<file path="config.mk">
export PLATFORM = sky130hd
export DESIGN_NAME = alu_seq_ctrl_flat
export DESIGN_NICKNAME = d
export VERILOG_FILES = /design/src/rtl/alu_pkg.sv /design/src/rtl/alu_seq_ctrl_if.sv /design/src/rtl/alu_mul_step.sv /design/src/rtl/alu_seq_ctrl.sv /design/src/flat_wrapper.sv
export SDC_FILE = /design/constraint.sdc
export NUM_CORES = 1
export LEC_CHECK = 0
export ABC_AREA = 1
export ABC_CLOCK_PERIOD_IN_PS = 10400
export CAP_MARGIN = 20
export CORE_ASPECT_RATIO = 1.5
export CORE_MARGIN = 2
export CORE_UTILIZATION = 28
export DETAILED_ROUTE_END_ITERATION = 8
export RECOVER_POWER = 50
export SYNTH_ARGS = -nofsm -noshare
export SYNTH_HDL_FRONTEND = slang
export SYNTH_SLANG_ARGS = --single-unit
</file>
<file path="constraint.sdc">
create_clock -name clk_i -period 10.4 [get_ports clk_i]
set_input_delay 3.12 -clock clk_i [delete_from_list [all_inputs] [get_ports clk_i]]
set_output_delay 3.12 -clock clk_i [all_outputs]
set_load 0.02 [all_outputs]
</file>
<file path="src/rtl/alu_pkg.sv">
// rtl/alu_pkg.sv - opcode, state and helper definitions for the EX-stage ALU sequencer
//
// Purpose : Shared constants for alu_seq_ctrl and its helpers.
//           - ALUCtrl opcode encodings
//           - FSM state encoding
//           - BITS_PER_CYCLE legality check
//           - single-cycle ALU evaluation function
// Ports   : none (package)
// Options : MUL_EARLY_EXIT_EN is consumed by alu_seq_ctrl, not here.

package alu_pkg;

  localparam logic [3:0] OP_AND  = 4'b0000;
  localparam logic [3:0] OP_XOR  = 4'b0001;
  localparam logic [3:0] OP_SLL  = 4'b0010;
  localparam logic [3:0] OP_ADD  = 4'b0011;
  localparam logic [3:0] OP_SUB  = 4'b0100;
  localparam logic [3:0] OP_MUL  = 4'b0101;
  localparam logic [3:0] OP_ADDI = 4'b0110;
  localparam logic [3:0] OP_SRAI = 4'b0111;
  localparam logic [3:0] OP_LSW  = 4'b1000;
  localparam logic [3:0] OP_BEQ  = 4'b1001;
  localparam logic [3:0] OP_OR   = 4'b1010;
  localparam logic [3:0] OP_NOOP = 4'b1011;

  typedef enum logic [1:0] {
    IDLE    = 2'b00,
    MUL_RUN = 2'b01
  } state_e;

  // Legal multiplier step widths; each must divide 32 evenly.
  localparam int unsigned BPC_LEGAL_1 = 1;
  localparam int unsigned BPC_LEGAL_2 = 2;
  localparam int unsigned BPC_LEGAL_4 = 4;
  localparam int unsigned BPC_LEGAL_8 = 8;

  function automatic bit bpc_is_legal(input int unsigned bpc);
    return (bpc == BPC_LEGAL_1) || (bpc == BPC_LEGAL_2) ||
           (bpc == BPC_LEGAL_4) || (bpc == BPC_LEGAL_8);
  endfunction

  // Result of every single-cycle opcode. MUL never reaches here; BEQ, NoOp
  // and the unused 1100-1111 codes all yield 0.
  function automatic logic [31:0] alu_eval(input logic [3:0]  op,
                                           input logic [31:0] a,
                                           input logic [31:0] b);
    logic [31:0] r;
    case (op)
      OP_AND:                  r = a & b;
      OP_XOR:                  r = a ^ b;
      OP_OR:                   r = a | b;
      OP_SLL:                  r = a << b[4:0];
      OP_SRAI:                 r = $unsigned($signed(a) >>> b[4:0]);
      OP_ADD, OP_ADDI, OP_LSW: r = a + b;
      OP_SUB:                  r = a - b;
      default:                 r = 32'd0;
    endcase
    return r;
  endfunction

endpackage

</file>
<file path="src/rtl/alu_seq_ctrl_if.sv">
// rtl/alu_seq_ctrl_if.sv - operation/result bundle between ID/EX and the ALU sequencer
//
// Purpose : Groups the request and result signals of alu_seq_ctrl.
// Signals : valid_i/ready_o/flush_i/ALUCtrl_i/data1_i/data2_i - request side
//           valid_o/data_o/Zero_o/busy_o                     - result side
// Modports: slave  - the ALU sequencer
//           master - the pipeline driving it

interface alu_seq_ctrl_if;

  logic        valid_i;
  logic        ready_o;
  logic        flush_i;
  logic [3:0]  ALUCtrl_i;
  logic [31:0] data1_i;
  logic [31:0] data2_i;
  logic        valid_o;
  logic [31:0] data_o;
  logic        Zero_o;
  logic        busy_o;

  modport slave (
    input  valid_i, flush_i, ALUCtrl_i, data1_i, data2_i,
    output ready_o, valid_o, data_o, Zero_o, busy_o
  );

  modport master (
    output valid_i, flush_i, ALUCtrl_i, data1_i, data2_i,
    input  ready_o, valid_o, data_o, Zero_o, busy_o
  );

endinterface

</file>
<file path="src/rtl/alu_mul_step.sv">
// rtl/alu_mul_step.sv - one combinational shift-add step of the iterative multiplier
//
// Purpose : Retires BPC multiplier bits: adds the partial product to the
//           accumulator, shifts the multiplicand left and the multiplier right.
// Ports   : mcand_i  - current multiplicand (already pre-shifted)
//           mplier_i - remaining multiplier bits
//           acc_i    - running accumulator
//           acc_o    - accumulator after this step
//           mcand_o  - multiplicand for the next step
//           mplier_o - multiplier for the next step

module alu_mul_step #(
  parameter int unsigned BPC   = 1,
  parameter int unsigned WIDTH = 32
) (
  input  logic [WIDTH-1:0] mcand_i,
  input  logic [WIDTH-1:0] mplier_i,
  input  logic [WIDTH-1:0] acc_i,
  output logic [WIDTH-1:0] acc_o,
  output logic [WIDTH-1:0] mcand_o,
  output logic [WIDTH-1:0] mplier_o
);

  logic [WIDTH-1:0] pp;

  // Partial product mcand * mplier[BPC-1:0] built as a sum of shifted copies;
  // everything is truncated to WIDTH, which keeps the low half exact.
  always_comb begin
    pp = '0;
    for (int i = 0; i < BPC; i++) begin
      if (mplier_i[i]) begin
        pp = pp + (mcand_i << i);
      end
    end
    acc_o    = acc_i + pp;
    mcand_o  = mcand_i << BPC;
    mplier_o = mplier_i >> BPC;
  end

endmodule

</file>
<file path="src/rtl/alu_seq_ctrl.sv">
// rtl/alu_seq_ctrl.sv - registered EX-stage ALU front-end with iterative MUL sequencer
//
// Purpose : Single-cycle ALU ops return one cycle after acceptance; MUL runs
//           as WIDTH/BITS_PER_CYCLE shift-add steps with busy_o stalling the
//           pipeline. flush_i aborts an in-flight MUL or drops an offered op.
// Ports   : clk_i - clock, rising edge
//           rst_i - asynchronous active-high reset
//           bus   - alu_seq_ctrl_if.slave (request/result bundle)
// Options : MUL_EARLY_EXIT_EN - finish MUL as soon as the remaining
//           multiplier is zero (result unchanged, latency data dependent).

module alu_seq_ctrl
  import alu_pkg::*;
#(
  parameter int unsigned BITS_PER_CYCLE = 1,
  parameter int unsigned WIDTH          = 32
) (
  input  logic          clk_i,
  input  logic          rst_i,
  alu_seq_ctrl_if.slave bus
);

  // Illegal step widths fall back to one bit per cycle.
  localparam int unsigned BPC  = bpc_is_legal(BITS_PER_CYCLE) ? BITS_PER_CYCLE : 1;
  localparam int unsigned N    = WIDTH / BPC;
  localparam logic [4:0]  LAST = 5'(N - 1);

  state_e      state_q, state_d;
  logic [31:0] mcand_q, mcand_d;
  logic [31:0] mplier_q, mplier_d;
  logic [31:0] acc_q, acc_d;
  logic [4:0]  cnt_q, cnt_d;
  logic [31:0] data_q, data_d;
  logic        zero_q, zero_d;
  logic        valid_q, valid_d;

  logic [31:0] step_acc, step_mcand, step_mplier;
  logic [31:0] alu_res;
  logic        mul_done;

  alu_mul_step #(
    .BPC   (BPC),
    .WIDTH (32)
  ) u_mul_step (
    .mcand_i  (mcand_q),
    .mplier_i (mplier_q),
    .acc_i    (acc_q),
    .acc_o    (step_acc),
    .mcand_o  (step_mcand),
    .mplier_o (step_mplier)
  );

  assign alu_res = alu_eval(bus.ALUCtrl_i, bus.data1_i, bus.data2_i);

`ifdef MUL_EARLY_EXIT_EN
  // No multiplier bits left means every later step would add zero.
  assign mul_done = (cnt_q == LAST) || (step_mplier == 32'd0);
`else
  assign mul_done = (cnt_q == LAST);
`endif

  always_comb begin
    state_d  = state_q;
    mcand_d  = mcand_q;
    mplier_d = mplier_q;
    acc_d    = acc_q;
    cnt_d    = cnt_q;
    data_d   = data_q;
    zero_d   = zero_q;
    valid_d  = 1'b0;

    case (state_q)
      IDLE: begin
        // flush_i beats valid_i: the offered op is simply dropped.
        if (bus.valid_i && !bus.flush_i) begin
          if (bus.ALUCtrl_i == OP_MUL) begin
            mcand_d  = bus.data1_i;
            mplier_d = bus.data2_i;
            acc_d    = 32'd0;
            cnt_d    = 5'd0;
            state_d  = MUL_RUN;
          end else begin
            data_d  = alu_res;
            zero_d  = (alu_res == 32'd0);
            valid_d = 1'b1;
          end
        end
      end

      MUL_RUN: begin
        if (bus.flush_i) begin
          state_d = IDLE;
        end else begin
          mcand_d  = step_mcand;
          mplier_d = step_mplier;
          acc_d    = step_acc;
          cnt_d    = cnt_q + 5'd1;
          if (mul_done) begin
            data_d  = step_acc;
            zero_d  = (step_acc == 32'd0);
            valid_d = 1'b1;
            state_d = IDLE;
          end
        end
      end

      default: state_d = IDLE;
    endcase
  end

  always_ff @(posedge clk_i or posedge rst_i) begin
    if (rst_i) begin
      state_q  <= IDLE;
      mcand_q  <= 32'd0;
      mplier_q <= 32'd0;
      acc_q    <= 32'd0;
      cnt_q    <= 5'd0;
      data_q   <= 32'd0;
      zero_q   <= 1'b1;
      valid_q  <= 1'b0;
    end else begin
      state_q  <= state_d;
      mcand_q  <= mcand_d;
      mplier_q <= mplier_d;
      acc_q    <= acc_d;
      cnt_q    <= cnt_d;
      data_q   <= data_d;
      zero_q   <= zero_d;
      valid_q  <= valid_d;
    end
  end

  assign bus.ready_o = (state_q == IDLE);
  assign bus.busy_o  = (state_q == MUL_RUN);
  assign bus.valid_o = valid_q;
  assign bus.data_o  = data_q;
  assign bus.Zero_o  = zero_q;

endmodule
</file>
<file path="src/flat_wrapper.sv">
// flat-port wrapper written by rule: the top's interface ports become plain ports
module alu_seq_ctrl_flat import alu_pkg::*;
#(
  parameter int unsigned BITS_PER_CYCLE = 1,
  parameter int unsigned WIDTH          = 32
)
  (clk_i, rst_i, bus_valid_i, bus_flush_i, bus_ALUCtrl_i, bus_data1_i, bus_data2_i, bus_ready_o, bus_valid_o, bus_data_o, bus_Zero_o, bus_busy_o);
  alu_seq_ctrl_if bus_i ();
  input  logic clk_i;
  input  logic rst_i;
  input wire logic [$bits(bus_i.valid_i)-1:0] bus_valid_i;
  input wire logic [$bits(bus_i.flush_i)-1:0] bus_flush_i;
  input wire logic [$bits(bus_i.ALUCtrl_i)-1:0] bus_ALUCtrl_i;
  input wire logic [$bits(bus_i.data1_i)-1:0] bus_data1_i;
  input wire logic [$bits(bus_i.data2_i)-1:0] bus_data2_i;
  output wire logic [$bits(bus_i.ready_o)-1:0] bus_ready_o;
  output wire logic [$bits(bus_i.valid_o)-1:0] bus_valid_o;
  output wire logic [$bits(bus_i.data_o)-1:0] bus_data_o;
  output wire logic [$bits(bus_i.Zero_o)-1:0] bus_Zero_o;
  output wire logic [$bits(bus_i.busy_o)-1:0] bus_busy_o;
  assign bus_i.valid_i = bus_valid_i;
  assign bus_i.flush_i = bus_flush_i;
  assign bus_i.ALUCtrl_i = bus_ALUCtrl_i;
  assign bus_i.data1_i = bus_data1_i;
  assign bus_i.data2_i = bus_data2_i;
  assign bus_ready_o = bus_i.ready_o;
  assign bus_valid_o = bus_i.valid_o;
  assign bus_data_o = bus_i.data_o;
  assign bus_Zero_o = bus_i.Zero_o;
  assign bus_busy_o = bus_i.busy_o;
  alu_seq_ctrl #(.BITS_PER_CYCLE(BITS_PER_CYCLE), .WIDTH(WIDTH)) u_core (.clk_i(clk_i), .rst_i(rst_i), .bus(bus_i));
endmodule
</file>
After elaboration in Yosys (flattened, before gate mapping)
Index checks and enable logic that the tools add are counted.
{"block": "op_classes", "shift": 2, "eq_ne": 17, "bitwise": 3, "n_reduce_logical": 11, "n_addsub": 4, "muxes": 38}
{"operator": "$mux W32", "count": 14}
{"operator": "$pmux W32 S2", "count": 4}
{"operator": "$pmux W32 S7", "count": 1}
{"operator": "$add A32 B32 Y32", "count": 2}
{"operator": "$logic_not A32 Y1", "count": 2}
{"operator": "$and A32 B32 Y32", "count": 1}
{"operator": "$or A32 B32 Y32", "count": 1}
{"operator": "$shl A32 B5 Y32", "count": 1}
{"operator": "$sshr A32 B5 Y32", "count": 1}
{"operator": "$sub A32 B32 Y32", "count": 1}
{"operator": "$xor A32 B32 Y32", "count": 1}
{"operator": "$eq A4 B3 Y1 const B", "count": 4}
{"operator": "$mux W5", "count": 3}
{"operator": "$pmux W5 S2", "count": 1}
{"operator": "$eq A4 B2 Y1 const B", "count": 2}
{"operator": "$eq A4 B4 Y1 const B", "count": 2}
{"operator": "$mux W1", "count": 8}
{"operator": "$mux W2", "count": 4}
{"operator": "$ne A2 B1 Y1 const B", "count": 3}
{"operator": "$add A5 B1 Y5 const B", "count": 1}
{"operator": "$eq A5 B5 Y1 const B", "count": 1}
{"operator": "$reduce_and A5 Y1", "count": 1}
{"operator": "$eq A4 B1 Y1 const B", "count": 1}
{"operator": "$logic_not A4 Y1", "count": 1}
{"operator": "12 further kinds", "count": 14}
{"block": "totals", "out_inout_bits": 36, "wordCells": 83, "in_bits": 72, "register_bits": 137}

Logic depth before layout (Yosys ltp)
Gate-level depths: netlist of the first run.
{"block": "logic_depth", "word_depth": 7, "ltp_mapped": 34, "ltp_nobuf": 32}

By module
Synthesis of the first run repeated with hierarchy kept, for this count alone.
{"block": "unflattened", "cells_unflattened": 2985, "area_unflattened_um2": 17339.1}
{"module": "alu_seq_ctrl", "area_per_inst_um2": 14281.2, "seq_area_each_um2": 3404.5, "n_inst": 1, "cells_each": 2360}
{"module": "alu_mul_step", "area_per_inst_um2": 3057.9, "seq_area_each_um2": 0.0, "n_inst": 1, "cells_each": 625}

Least setup slack after synthesis of the first run
OpenSTA, ideal clock, no wires.
{"block": "synth_path", "path_kind": "in2reg", "start": "input bus_data2_i[0]", "end": "register u_core.zero_q (netlist: u_core.bus.Zero_o)", "n_path_buf": 2, "path_slack_ps": 3898, "required_time_ps": 10339, "path_stages": 29, "arrival_time_ps": 6441, "path_cell_list": "buf_6 -> inv_6 -> buf_6 -> ha_1 -> nand3_2 -> nor3_2 -> nand3_1 -> nor3_2 -> nand4_1 -> o41ai_1 -> o21ai_1 -> xor2_1 -> ha_1 -> nand2_1 -> nor3_1 -> and2_1 -> and2_1 -> nand2_1 -> nand2_1 -> nand2_1 -> nand3_1 -> nand2_1 -> nor2_1 -> nand3_1 -> nor2_1 -> nand2_1 -> nand2_1 -> nand2_1 -> nand2_1"}
{"block": "synth_via", "elab_chain_len": 6}
{"item": "start: declaration", "line": "flat_wrapper.sv:15", "source": "input wire logic [$bits(bus_i.data2_i)-1:0] bus_data2_i;"}
{"item": "$sub A32 B32 Y32, or another cell as far along", "line": "alu_pkg.sv:55", "source": "OP_SUB: r = a - b;"}
{"item": "$pmux W32 S7 (*)", "line": "alu_pkg.sv:48", "source": "case (op)"}
{"item": "$logic_not A32 Y1 (*)", "line": "alu_seq_ctrl.sv:84", "source": "zero_d = (alu_res == 32'd0);"}
{"item": "$mux W1 (*)", "line": "alu_seq_ctrl.sv:76", "source": "if (bus.ALUCtrl_i == OP_MUL) begin"}
{"item": "$mux W1 (*)", "line": "alu_seq_ctrl.sv:75", "source": "if (bus.valid_i && !bus.flush_i) begin"}
{"item": "$pmux W1 S2 (*)", "line": "alu_seq_ctrl.sv:72", "source": "case (state_q)"}
{"item": "end signal: assignment", "line": "alu_seq_ctrl.sv:128", "source": "zero_q <= zero_d;"}
{"item": "end: declaration", "line": "alu_seq_ctrl.sv:34", "source": "logic zero_q, zero_d;"}
Mark *: on every way between the ends. The rest lies on a longest branch, timed or not. The select of a mux whose other input is x is not followed.
A chain may end at the register's enable or synchronous reset.

Final worst setup path of the first run
Same ends and word-level chain as after synthesis.

==> results of run 1 <==
[power by group through the flow]
stage                     registers, mW  logic, mW  clock network (mW)
after floorplan                   0.774      0.881                   0
after global placement            0.780       1.36                   0
after detailed placement          0.781       1.36                   0
after CTS                         0.773       1.37               0.668
after global routing              0.790       1.52               0.687
final                             0.773       1.38               0.658
[critical path: cells and delay by family]
kind                     cells  cell delay (ps)
buffers and inverters        2              850
AND/OR/NAND/NOR             20             2390
AO/OA/AOI/OAI                4              800
adder cells (fa/ha/maj)      2              630
XOR/XNOR                     1              190
[cells in the final DEF (no fill, tap or decap), types with 3 or more instances in the layout]
cell type	count
a221oi_1	4
nand3_2	3
dfrtp_1	134
inv_2	7
inv_1	307
a31oi_1	81
nand3b_1	10
o211a_1	3
clkbuf_16	17
o21ai_1	8
nor4_1	6
nor2_1	282
nand2_1	1014
ha_1	130
inv_6	6
or2_2	15
clkdlybuf4s50_1	70
bufinv_16	3
nand3_1	366
o21ai_0	101
nor3_1	19
nor2_2	3
o21a_1	5
clkinv_4	3
nand4_1	23
and2_1	4
a21oi_1	122
buf_4	30
o211ai_1	16
o21bai_1	9
xor2_1	45
nand2_2	19
xnor2_1	3
dlygate4sd3_1	35
[kinds of logic after synthesis]
| logic type | after synthesis |
|---|---|
| AND/OR/NAND/NOR | 1772 |
| buffers and inverters | 434 |
| AO/OA/AOI/OAI | 358 |
| flip-flops | 136 |
| adder cells (fa/ha/maj) | 132 |
| XOR/XNOR | 48 |
[area by class of cell]
class / count / area (sq um)
Fill cell: 6726 / 39900
Inverter: 319 / 1210
Multi-Input combinational cell: 2310 / 11500
Clock buffer: 18 / 429
Clock inverter: 14 / 186
Timing Repair Buffer: 138 / 1310
Tap cell: 777 / 972
Sequential cell: 136 / 3410
Antenna cell: 1 / 2.50
[layer usage]
| layer | up-vias | part of all wire [%] | GRT usage, % |
|---|---|---|---|
| li1 | 9407 | - | - |
| met5 | - | 0 | 0 |
| met1 | 8939 | 37 | 27.3 |
| met4 | 0 | 9.9 | 21.7 |
| met2 | 748 | 47 | 43.3 |
| met3 | 265 | 5.3 | 3.61 |
[worst max path at each step]
| stage | from | end | slack [ps] | depth (start not counted) |
|---|---|---|---|---|
| CTS | bus_data2_i[0] | u_core.bus.Zero_o | 2850 | 29 |
| global route | bus_data2_i[0] | u_core.bus.Zero_o | 2420 | 29 |
| global placement | bus_data2_i[0] | u_core.bus.Zero_o | 2320 | 29 |
| floorplan | rst_i | u_core.acc_q[0] | 3640 | 1 |
| finish | bus_data2_i[0] | u_core.bus.Zero_o | 2790 | 29 |
| detailed placement | bus_data2_i[0] | u_core.bus.Zero_o | 2400 | 29 |
[per-stage QoR]
step	hold slack, ps	instance area [sq um]
finish	479	19100
global route	506	19100
CTS	488	19000
detailed placement	469	18400
global placement	461	18400
floorplan	448	16700
[sequential cells by signal, summed over array words and instances (netlist names)]
| register | cells |
|---|---|
| u_core.acc_q | 32 |
| u_core.cnt_q | 5 |
| u_core.mplier_q | 32 |
| u_core.state_q | 1 |
| u_core.bus.data_o | 32 |
| u_core.bus.Zero_o | 1 |
| u_core.mcand_q | 32 |
| u_core.bus.valid_o | 1 |
==> results.py, run 1 <==
metrics = {
    "run_status": {
        "outcome": "complete, but fails checks",
        "violations": "max-capacitance violations, max-slew violations",
    },
    "worst_setup_path": {
        "worst-r2r-setup-slack_ps": 6920,
        "arrival_ps": 8000,
        "endpoint_kind": "flip-flop",
        "critPathKind": "input port to flip-flop",
        "slowest_delay_ps": 500,
        "crit_required_ps": 10790,
        "crit_top_cell": "nand2_1",
        "r2r_cells": 19,
        "startpoint_type": "input port",
        "cp_slowest_cell": "clkdlybuf4s50_1",
        "r2r-start": "u_core.mplier_q[0]",
        "worstPathMaxFanout": 36,
        "timing.rr.end": "u_core.bus.Zero_o",
    },
    "floorplan": {
        "fp.coreArea_sq_mm": 0.0589,
        "dieArea_sq_mm": 0.0616,
        "die_h_um": 303,
        "die_x_um": 203,
        "initial_core_util_pct": 28.3,
        "num_rows": 109,
        "io_pins": 108,
    },
    "drt": {
        "wl_per_cell_um": 21.0,
        "drt-initial-drc-count": 1739,
        "antenna_left": 0,
        "viasPerCell": 5.21,
        "drt_wl_total_mm": 78.0,
        "vias": 19359,
        "drc": 0,
        "dr.pass1.iters": 6,
    },
    "global_routing": {
        "antenna_found_initial": 1,
        "grt.total_usage_pct": 25.2,
        "grt_pass1_wl_mm": 116,
        "first_global_vias": 18863,
        "grt_max_degree": 76,
        "grt_overflow": 0,
    },
    "synth": {
        "synthTopCellsByCount": "1014 x nand2_1, 366 x nand3_1, 309 x inv_1, 285 x nor2_1, 135 x dfrtp_1",
        "ys_warn_count": 0,
        "yosysTopAreaCell": "nand2_1",
        "yosys.area_share.simple_pct": 44.4,
        "yosys-top-cells-area": "nand2_1 23%, dfrtp_1 20%, nand3_1 11%",
        "synth_nets": 3084,
        "netlist-cell-type-count": 50,
        "postSynthCellCount": 2880,
        "synth_xor_area_share_pct": 2.52,
        "synth_top_family_by_area": "simple AND/OR/NAND/NOR gates",
        "synth_top_area_share_pct": 22.8,
        "synth_seq_cells": 136,
        "synth-compound-area-share_pct": 12.1,
        "synth_edf_count": 0,
        "yosysMostFrequentCell": "nand2_1",
        "synth_ff_type": "dfrtp_1",
        "synth.mux.area_fraction_pct": 0,
        "avgSynthCellArea_sq_um": 5.79,
        "seq_area_frac_synth_pct": 20.4,
        "synthArstFlopShare_pct": 100,
        "synthesis.area_sq_mm": 0.0167,
        "yosys.area_share.adder_pct": 9.99,
    },
    "place": {
        "pre_cts_slack_ps": 2400,
        "gp_congestion": 1.05,
        "portBuffers": 107,
        "dp_cells": 3679,
        "hpwl_mm": 62.7,
    },
    "timing": {
        "fmax_mhz": 131,
        "max-slew-margin-rel_pct": -109,
        "rsz0062_at_grt": "false",
        "layout_setup_ws_ps": 2790,
        "worst_slew_pin_slew_ps": 3120,
        "clock_skew_ps": 12.2,
        "hold_viol_final": 0,
        "slew_violations": 69,
        "period_minus_slack_ps": 7610,
        "finalCritPeriodShare_pct": 73.2,
        "setup_tns_ps": 0,
        "setup_viol": 0,
    },
    "worst_hold_path": {
        "hp-start": "u_core.cnt_q[4]",
        "holdPathStages": 2,
        "hp-class": "flip-flop to flip-flop",
        "min_to": "u_core.cnt_q[4]",
    },
    "pwr": {
        "netSwitchingFraction_pct": 46.5,
        "p_leak_nw": 9.86,
        "peakVddDrop_mv": 0.122,
        "finalPower_mw": 2.81,
        "clockPowerShare_pct": 23.4,
        "powerDensity_mw_per_mm2": 147,
        "internal-power_mw": 1.50,
        "power_frac_seq_pct": 27.5,
        "combPwrFrac_pct": 49.0,
        "p_switching_mw": 1.31,
    },
    "clocking": {
        "cts.htree.levels": 4,
        "insertion_delay_ps": 450,
        "clock_sinks": 136,
        "tritoncts": "yes",
        "clock-root-buffer": "clkbuf_16",
        "cts-resized-gates": 0,
        "clk_pin_slew_ps": 60,
        "cts_hold_buf": 0,
        "cts_setup_buffers": 0,
        "cts_buffers": 17,
        "cts_buffer_depth": 2,
    },
    "finish": {
        "syn_to_final_growth_pct": 14.2,
        "stdcell_count": 3713,
        "drive_gt1_share_pct": 4.29,
        "utilization_pct": 32.4,
        "nets": 3126,
    },
    "job": {
        "cap_viol_max_count": 1,
    },
}
No activity file was read; power rests on OpenSTA's default activity.
==> run 2, diff against run 1 <==
--- a/config.mk
+++ b/config.mk
@@ -6,7 +6,7 @@
 export NUM_CORES = 1
 export LEC_CHECK = 0
 export ABC_AREA = 1
-export ABC_CLOCK_PERIOD_IN_PS = 10400
+export ABC_CLOCK_PERIOD_IN_PS = 7070
 export CAP_MARGIN = 20
 export CORE_ASPECT_RATIO = 1.5
 export CORE_MARGIN = 2
==> constraint.sdc (replaced) <==
create_clock -name clk_i -period 7.07 [get_ports clk_i]
set_input_delay 2.121 -clock clk_i [delete_from_list [all_inputs] [get_ports clk_i]]
set_output_delay 2.121 -clock clk_i [all_outputs]
set_load 0.02 [all_outputs]
==> results.py, run 2 (synthesis gave the netlist of run 1 again) <==
metrics = {
    "global_routing": {
        "grt_overflow": 0,
        "grt.total_usage_pct": 25.8,
        "grt_max_degree": 128,
        "first_global_vias": 18976,
        "grt_pass1_wl_mm": 118,
        "antenna_found_initial": 1,
    },
    "pwr": {
        "p_leak_nw": 9.85,
        "powerDensity_mw_per_mm2": 215,
        "combPwrFrac_pct": 49.4,
        "power_frac_seq_pct": 27.9,
        "clockPowerShare_pct": 22.7,
        "netSwitchingFraction_pct": 46.2,
        "p_switching_mw": 1.90,
        "peakVddDrop_mv": 0.193,
        "internal-power_mw": 2.21,
    },
    "timing": {
        "period_minus_slack_ps": 6240,
        "layout_setup_ws_ps": 825,
        "rsz0062_at_grt": "false",
        "finalCritPeriodShare_pct": 88.3,
        "hold_viol_final": 0,
        "max-slew-margin-rel_pct": -59.7,
        "fmax_mhz": 160,
        "setup_viol": 0,
        "slew_violations": 85,
        "worst_slew_pin_slew_ps": 2380,
        "setup_tns_ps": 0,
        "fin_hold_ws_ps": 482,
        "clock_skew_ps": 11.1,
    },
    "drt": {
        "dr.pass1.iters": 6,
        "antenna_left": 0,
        "drt_wl_total_mm": 79.3,
        "viasPerCell": 5.26,
        "drc": 0,
        "vias": 19537,
        "drt-initial-drc-count": 1780,
        "wl_per_cell_um": 21.3,
    },
    "worst_setup_path": {
        "crit_top_cell": "nand2_1",
        "r2r-start": "u_core.mplier_q[0]",
        "endpoint_kind": "flip-flop",
        "critPathKind": "input port to flip-flop",
        "arrival_ps": 6630,
        "worstPathMaxFanout": 5,
        "worst-r2r-setup-slack_ps": 3590,
        "cp_slowest_cell": "o41ai_1",
        "timing.rr.end": "u_core.bus.Zero_o",
        "startpoint_type": "input port",
        "r2r_cells": 24,
        "crit_required_ps": 7460,
        "slowest_delay_ps": 520,
    },
    "floorplan": {
        "dieArea_sq_mm": 0.0616,
        "num_rows": 109,
        "fp.coreArea_sq_mm": 0.0589,
        "initial_core_util_pct": 28.3,
        "io_pins": 108,
        "die_x_um": 203,
        "die_h_um": 303,
    },
    "clocking": {
        "tritoncts": "yes",
        "clock-root-buffer": "clkbuf_16",
        "cts.htree.levels": 4,
        "cts_buffers": 17,
        "cts-resized-gates": 0,
        "clock_sinks": 136,
        "cts_setup_buffers": 0,
        "clk_pin_slew_ps": 60,
        "cts_hold_buf": 0,
        "insertion_delay_ps": 460,
        "cts_buffer_depth": 2,
    },
    "place": {
        "portBuffers": 107,
        "gp_congestion": 1.05,
        "pre_cts_slack_ps": 461,
        "hpwl_mm": 63.9,
    },
    "worst_hold_path": {
        "min_to": "u_core.acc_q[0]",
        "hp-start": "u_core.acc_q[0]",
        "hp-class": "flip-flop to flip-flop",
        "holdPathStages": 2,
    },
    "finish": {
        "multi_input_area_sq_mm": 0.0115,
        "n_antenna_cell": 0,
        "final_cell_mix": "1014 x nand2_1, 366 x nand3_1, 307 x inv_1, 282 x nor2_1, 134 x dfrtp_1",
        "layout_commonest_cell": "nand2_1",
        "nets": 3131,
        "syn_to_final_growth_pct": 14.3,
        "drive_gt1_share_pct": 4.39,
        "num-fill-cells": 6732,
        "register_area_sq_mm": 0.00341,
    },
    "run_status": {
        "violations": "max-capacitance violations, max-slew violations",
        "outcome": "complete, but fails checks",
    },
    "job": {
        "cap_viol_max_count": 2,
    },
}
run 2: cell types whose count changed in the layout (fill, tap and decap cells not counted):
cell	delta
diode_2	-1
clkbuf_1	+2
buf_4	+3
buf_12	+1
clkdlybuf4s50_1	+16
clkinvlp_4	+2
buf_16	-1
inv_6	-1
inv_8	-2
clkbuf_2	+1
dlygate4sd3_1	-16
run 2: critical path, delay by kind of cell:
family	cells	cell delay (ps)
simple gates	21	2470
buf+inv	2	570
xor+xnor	1	190
fa+ha+maj	2	550
compound gates	2	720
run 2: worst max path at each step:
stage               slack [ps]           endpoint           start
floorplan                 1310    u_core.acc_q[0]           rst_i
global placement           460  u_core.bus.Zero_o  bus_data2_i[0]
detailed placement         460  u_core.bus.Zero_o  bus_data2_i[0]
CTS                        910  u_core.bus.Zero_o  bus_data2_i[0]
global route               380  u_core.bus.Zero_o  bus_data2_i[0]
finish                     830  u_core.bus.Zero_o  bus_data2_i[0]
run 2: through the flow:
step	total power, mW	util [%]	std cells	cell area, sq um
finish	4.11	32.4	3717	19100
global route	4.39	32.4	3717	19100
CTS	4.10	32.4	3717	19100
detailed placement	3.16	31.4	3685	18500
global placement	3.15	31.4	3685	18500
floorplan	2.43	-	2880	16700
run 2: area by class of cell:
type                            count  share of cell area, %
Clock buffer                       19                   2.27
Sequential cell                   136                   17.9
Clock inverter                     13                  0.892
Inverter                          319                   6.35
Tap cell                          777                   5.10
Multi-Input combinational cell   2310                   60.5
Timing Repair Buffer              143                   7.01
run 2: power groups by stage:
| stage | Clock (mW) | Sequential (mW) | Combinational [mW] |
|---|---|---|---|
| 2_1_floorplan | 0 | 1.14 | 1.30 |
| 3_3_place_gp | 0 | 1.15 | 2.00 |
| 3_5_place_dp | 0 | 1.16 | 2.00 |
| 4_1_cts | 0.947 | 1.14 | 2.01 |
| 5_1_grt | 0.974 | 1.17 | 2.25 |
| 6_report | 0.932 | 1.15 | 2.03 |
run 2: routing by layer:
metal	share of wire [%]	routed length, um	track usage [%]
met3	4.9	3900	2.77
met5	0.014	11	0
met4	9.5	7560	20.9
met2	49	38700	45.2
met1	37	29200	28.1
==> RTL change 1: new RTL, config.mk and constraints of run 2 <==
Take the reset off `data_q` and load it in a clocked block of its own.
--- a/src/rtl/alu_seq_ctrl.sv
+++ b/src/rtl/alu_seq_ctrl.sv
@@ -117,3 +117,2 @@
       cnt_q    <= 5'd0;
-      data_q   <= 32'd0;
       zero_q   <= 1'b1;
@@ -126,3 +125,2 @@
       cnt_q    <= cnt_d;
-      data_q   <= data_d;
       zero_q   <= zero_d;
@@ -130,2 +128,6 @@
     end
+  end
+
+  always_ff @(posedge clk_i) begin
+    data_q <= data_d;
   end
Function: changed (a bounded check fails within 4 cycles, from zero or initial values and one cycle with rst_i high).
==> RTL change 1 against run 2 <==
The flow still finishes with violations (max-capacitance violations, max-slew violations); wire length decreased by 6.0%; largest power group unchanged; sequential cell count unchanged; utilization increased by 0.10 points; setup slack got worse by 0.069 ns; count of clock-buffer cells in the layout decreased by 1; die area decreased by 0.31%; critical path type unchanged; design area about the same; first-iteration DRC count decreased by 1.6%; clock power increased by 4.0%; power increased by 0.49%; largest cell class unchanged; area after synthesis decreased by 0.31%.
==> RTL change 1: results (changes against run 2) <==
| Metric | Value |
|---|---|
| Failing checks | `max-capacitance violations, max-slew violations` |
| Status | `finished with violations` |
| Ys async rst share | `76.5% (-24 points)` |
| Maximum vdd drop | `0.000167 V (-13%)` |
| Met2 routed WL | `35.9 mm (-7.0%)` |
| Number of global-route vias before repair | `18.2k (-4.0%)` |
| Critical path arrival | `6.48 ns (-0.15 ns)` |
| Worst R2R End | `u_core.bus.data_o[25]` |
| First-pass GRT wire length | `111 mm (-6.2%)` |
| Clock Skews | `0.0169 ns (+0.00575 ns)` |
| Via count | `18.9k (-3.1%)` |
| GR Util met2 | `42.0% (-3.2 points)` |
| Iter 0 DRT Violations | `1,752 (-1.6%)` |
| Total track usage | `24.1% (-1.7 points)` |
| Fin. max-slew vios | `96 (+13%)` |
| Synth Instances | `2,820 (-2.1%)` |
| Fin nets | `3,083 (-1.5%)` |
| Post-synth top cells | `nand2_1 (1,010), nand3_1 (366), inv_1 (301)` |
| Metal3 WL | `3.82 mm (-2.1%)` |
| Rel. slew slack | `-102% (-42 points)` |
| Critical path's slowest cell | `clkdlybuf4s50_1` |
| Fmax | `158 MHz (-1.1%)` |
| Grt met3 use | `2.73% (-0.043 points)` |
| Post-Route WL | `74.6 mm (-6.0%)` |
| FF-to-FF setup slack | `2.76 ns (-0.83 ns)` |
| Critical Path End | `u_core.bus.data_o[23]` |
| Met1 Resource Use GR | `26.2% (-1.9 points)` |
| Place WS | `0.270 ns (-0.191 ns)` |
| Placed cells | `3,636 (-1.3%)` |
| Crit Reg-Reg Startpoint | `u_core.state_q[0]` |
| Met1 WL | `27.7 mm (-5.3%)` |
| Post-synth EDFFs | `32 (+32)` |
| Highest metal used | `met4` |
| Largest cells by area after synthesis | `nand2_1 (23%), dfrtp_1 (15%), nand3_1 (11%)` |
| Largest net degree at the start of global routing | `73 (-43%)` |
| LEAKAGE | `9.89 nW (+0.45%)` |
| Syn_nets | `3,024 (-1.9%)` |
| Max Cap Viol | `2 (unchanged)` |
## RTL change 1: cell count changes after synthesis, moves of 7 or more
cell      change
a21oi_1      -25
a31oi_1      -17
clkinv_1      +8
dfrtp_1      -32
edfxtp_1     +32
inv_1         -8
nand4_1       +9
nor2_1       -39
o21bai_1      -7
xor2_1       -11
## RTL change 1: how the worst min path moves through the flow
| stage | from | end | slack (ns) | cells after the start |
|---|---|---|---|---|
| 6_report | u_core.acc_q[16] | u_core.acc_q[16] | 0.50 | 2 |
| 2_1_floorplan | u_core.mplier_q[31] | u_core.mplier_q[31] | 0.45 | 2 |
| 5_1_grt | u_core.acc_q[6] | u_core.acc_q[6] | 0.52 | 2 |
| 4_1_cts | u_core.acc_q[26] | u_core.acc_q[26] | 0.50 | 2 |
| 3_5_place_dp | u_core.acc_q[26] | u_core.acc_q[26] | 0.48 | 2 |
| 3_3_place_gp | u_core.acc_q[17] | u_core.acc_q[17] | 0.47 | 2 |
## RTL change 1: kinds of logic (layout without fill, tap and decap cells)
group                    count (synthesis)  in the layout  share of synthesized area, %
AND/OR/NAND/NOR                       1750           1750                          44.5
AO/OA/AOI/OAI                          328            328                          11.3
flip-flops                             136            136                          21.4
XOR/XNOR                                42             42                          2.21
other                                    0              1                             0
adder cells (fa/ha/maj)                132            132                          10.0
buffers and inverters                  432            504                          10.6
## RTL change 1: area by class of cell
cell class	instances	area, um^2
timing repair buffer	154	1420
multi-input combinational	2252	11300
clock inverter	14	184
clock buffer	18	429
antenna	1	2.50
sequential	136	3560
fill	6602	39700
inverter	318	1200
tap	777	972
## RTL change 1: report_power, final
| group | internal, mW | switching (mW) |
|---|---|---|
| combinational | 0.664 | 1.35 |
| sequential | 1.00 | 0.138 |
| clock | 0.564 | 0.404 |
==> RTL change 2: new RTL, flow settings as in run 2 <==
Made on the original files. Build with the macro `MUL_EARLY_EXIT_EN` defined.
--- a/src/rtl/alu_seq_ctrl.sv
+++ b/src/rtl/alu_seq_ctrl.sv
@@ -10,2 +10,4 @@
 //           multiplier is zero (result unchanged, latency data dependent).
+
+`define MUL_EARLY_EXIT_EN
 
Formal check against the unedited RTL: not equivalent (Yosys sat finds a counterexample within 4 cycles, from zero or initial values and one cycle with rst_i high).
==> RTL change 2 against run 2 <==
The flow still finishes with violations (max-capacitance violations, max-slew violations); wire length shrank 4.9%; hold slack lost 0.0050 ns; critical path depth grew 4; sequential power shrank 6%; global-route usage shrank 1.4 points; fmax grew 5.6%; highest routed layer is now met4; setup slack gained 0.33 ns; register-to-register slack lost 0.14 ns; first-iteration DRC count shrank 2.0%; power shrank 6.9%; largest cell class unchanged; design area shrank 0.68%; cell count shrank 1.3%; sequential cell count is the same; area after synthesis shrank 0.76%.
==> RTL change 2: results (changes against run 2) <==
| Metric | Value |
|---|---|
| Met1 Resource Use GR | `26.2% (-1.9 points)` |
| Metal3 WL | `4.06 mm (+4.1%)` |
| Syn Area/Cell | `5.85 um^2 (+1.0%)` |
| Iter 0 DRT Violations | `1,744 (-2.0%)` |
| Met2 routed WL | `36.9 mm (-4.5%)` |
| ClkCell Share | `3.03% (-0.13 points)` |
| Post-DP HPWL | `61.3 mm (-4.1%)` |
| Non-Filler Instances | `3,670 (-1.3%)` |
| Via count | `19.2k (-1.8%)` |
| FF-to-FF setup slack | `3.45 ns (-0.14 ns)` |
| Status | `finished with violations` |
| Clock Skews | `0.0177 ns (+0.00651 ns)` |
| Fin. max-slew vios | `94 (+11%)` |
| Final worst-path cycle share | `83.6% (-4.7 points)` |
| Part of the Yosys area used for sequential elements | `20.6% (+0.16 points)` |
| Filler cell count in the final layout | `6,717 (-0.22%)` |
| Syn_nets | `3,034 (-1.6%)` |
| Max Cap Viol | `2 (unchanged)` |
| LEAKAGE | `9.62 nW (-2.4%)` |
| Place WS | `0.692 ns (+0.230 ns)` |
| Non-clk bufs | `149 (+4.2%)` |
| Number of non-clock inverters | `316 (-0.94%)` |
| Largest net degree at the start of global routing | `71 (-45%)` |
| Core area | `0.0586 mm^2 (-0.46%)` |
| Synth unique cells | `48 (-4.0%)` |
| Placed cells | `3,636 (-1.3%)` |
| Net switching power | `1.75 mW (-7.8%)` |
| Maximum vdd drop | `0.000130 V (-32%)` |
| Number of global-route vias before repair | `18.2k (-4.3%)` |
| Reg2reg path depth | `22 (-8.3%)` |
| N_diodes | `1 (+1)` |
| Critical path's slowest cell | `clkdlybuf4s50_1` |
| Area delta synth->final | `14.4% (about the same)` |
| Worst Tran Pin Value | `2.42 ns (+0.0347 ns)` |
| Data buffer area share | `7.33% (+0.31 points)` |
| Initial antenna violation count | `0 (-1)` |
| GR Util met2 | `42.7% (-2.5 points)` |
| Failing checks | `max-capacitance violations, max-slew violations` |
| Placed cell areas | `0.0183 mm^2 (-0.72%)` |
| First-pass GRT wire length | `112 mm (-5.4%)` |
| Total track usage | `24.3% (-1.4 points)` |
| Multi-input gates | `2,259 (-2.2%)` |
## RTL change 2: cell count changes after synthesis, moves of 7 or more
cell	before	now
a21oi_1	123	136
a31oi_1	81	45
clkbuf_1	57	67
nand2_1	1014	929
nand2_2	19	5
nand3_1	366	344
nor2_1	285	292
o211ai_1	16	39
o21ai_0	101	159
or2_2	15	1
## RTL change 2: power groups by stage
stage               clock network, mW  logic, mW  registers (mW)
floorplan                           0       1.18            1.11
global placement                    0       1.84            1.10
detailed placement                  0       1.84            1.10
CTS                             0.899       1.84            1.09
global route                    0.928       2.06            1.11
finish                          0.879       1.86            1.08
## RTL change 2: kinds of logic after synthesis
group / after synthesis / share of synthesized area, %
adders and majority gates: 132 / 10.1
buffers and inverters: 435 / 10.6
DFF: 136 / 20.6
and+or+nand+nor: 1657 / 41.8
muxes: 2 / 0.121
AOI/OAI and AO/OA: 418 / 14.2
xor gates and xnor gates: 50 / 2.64
## RTL change 2: how the worst min path moves through the flow
stage,slack [ns],depth (start not counted),to,startpoint
after floorplan,0.45,2,u_core.acc_q[2],u_core.acc_q[2]
after global placement,0.46,2,u_core.cnt_q[4],u_core.cnt_q[4]
after detailed placement,0.47,2,u_core.acc_q[2],u_core.acc_q[2]
after CTS,0.48,2,u_core.cnt_q[4],u_core.cnt_q[4]
after global routing,0.50,2,u_core.bus.data_o[9],u_core.bus.data_o[9]
final,0.48,2,u_core.bus.data_o[11],u_core.bus.data_o[11]
## RTL change 2: worst max-delay path, delay by kind of cell
kind / cells / cell delay (ns)
fa+ha+maj: 2 / 0.54
compound gates: 1 / 0.08
simple gates: 23 / 2.65
xor+xnor: 1 / 0.17
buf+inv: 5 / 0.73
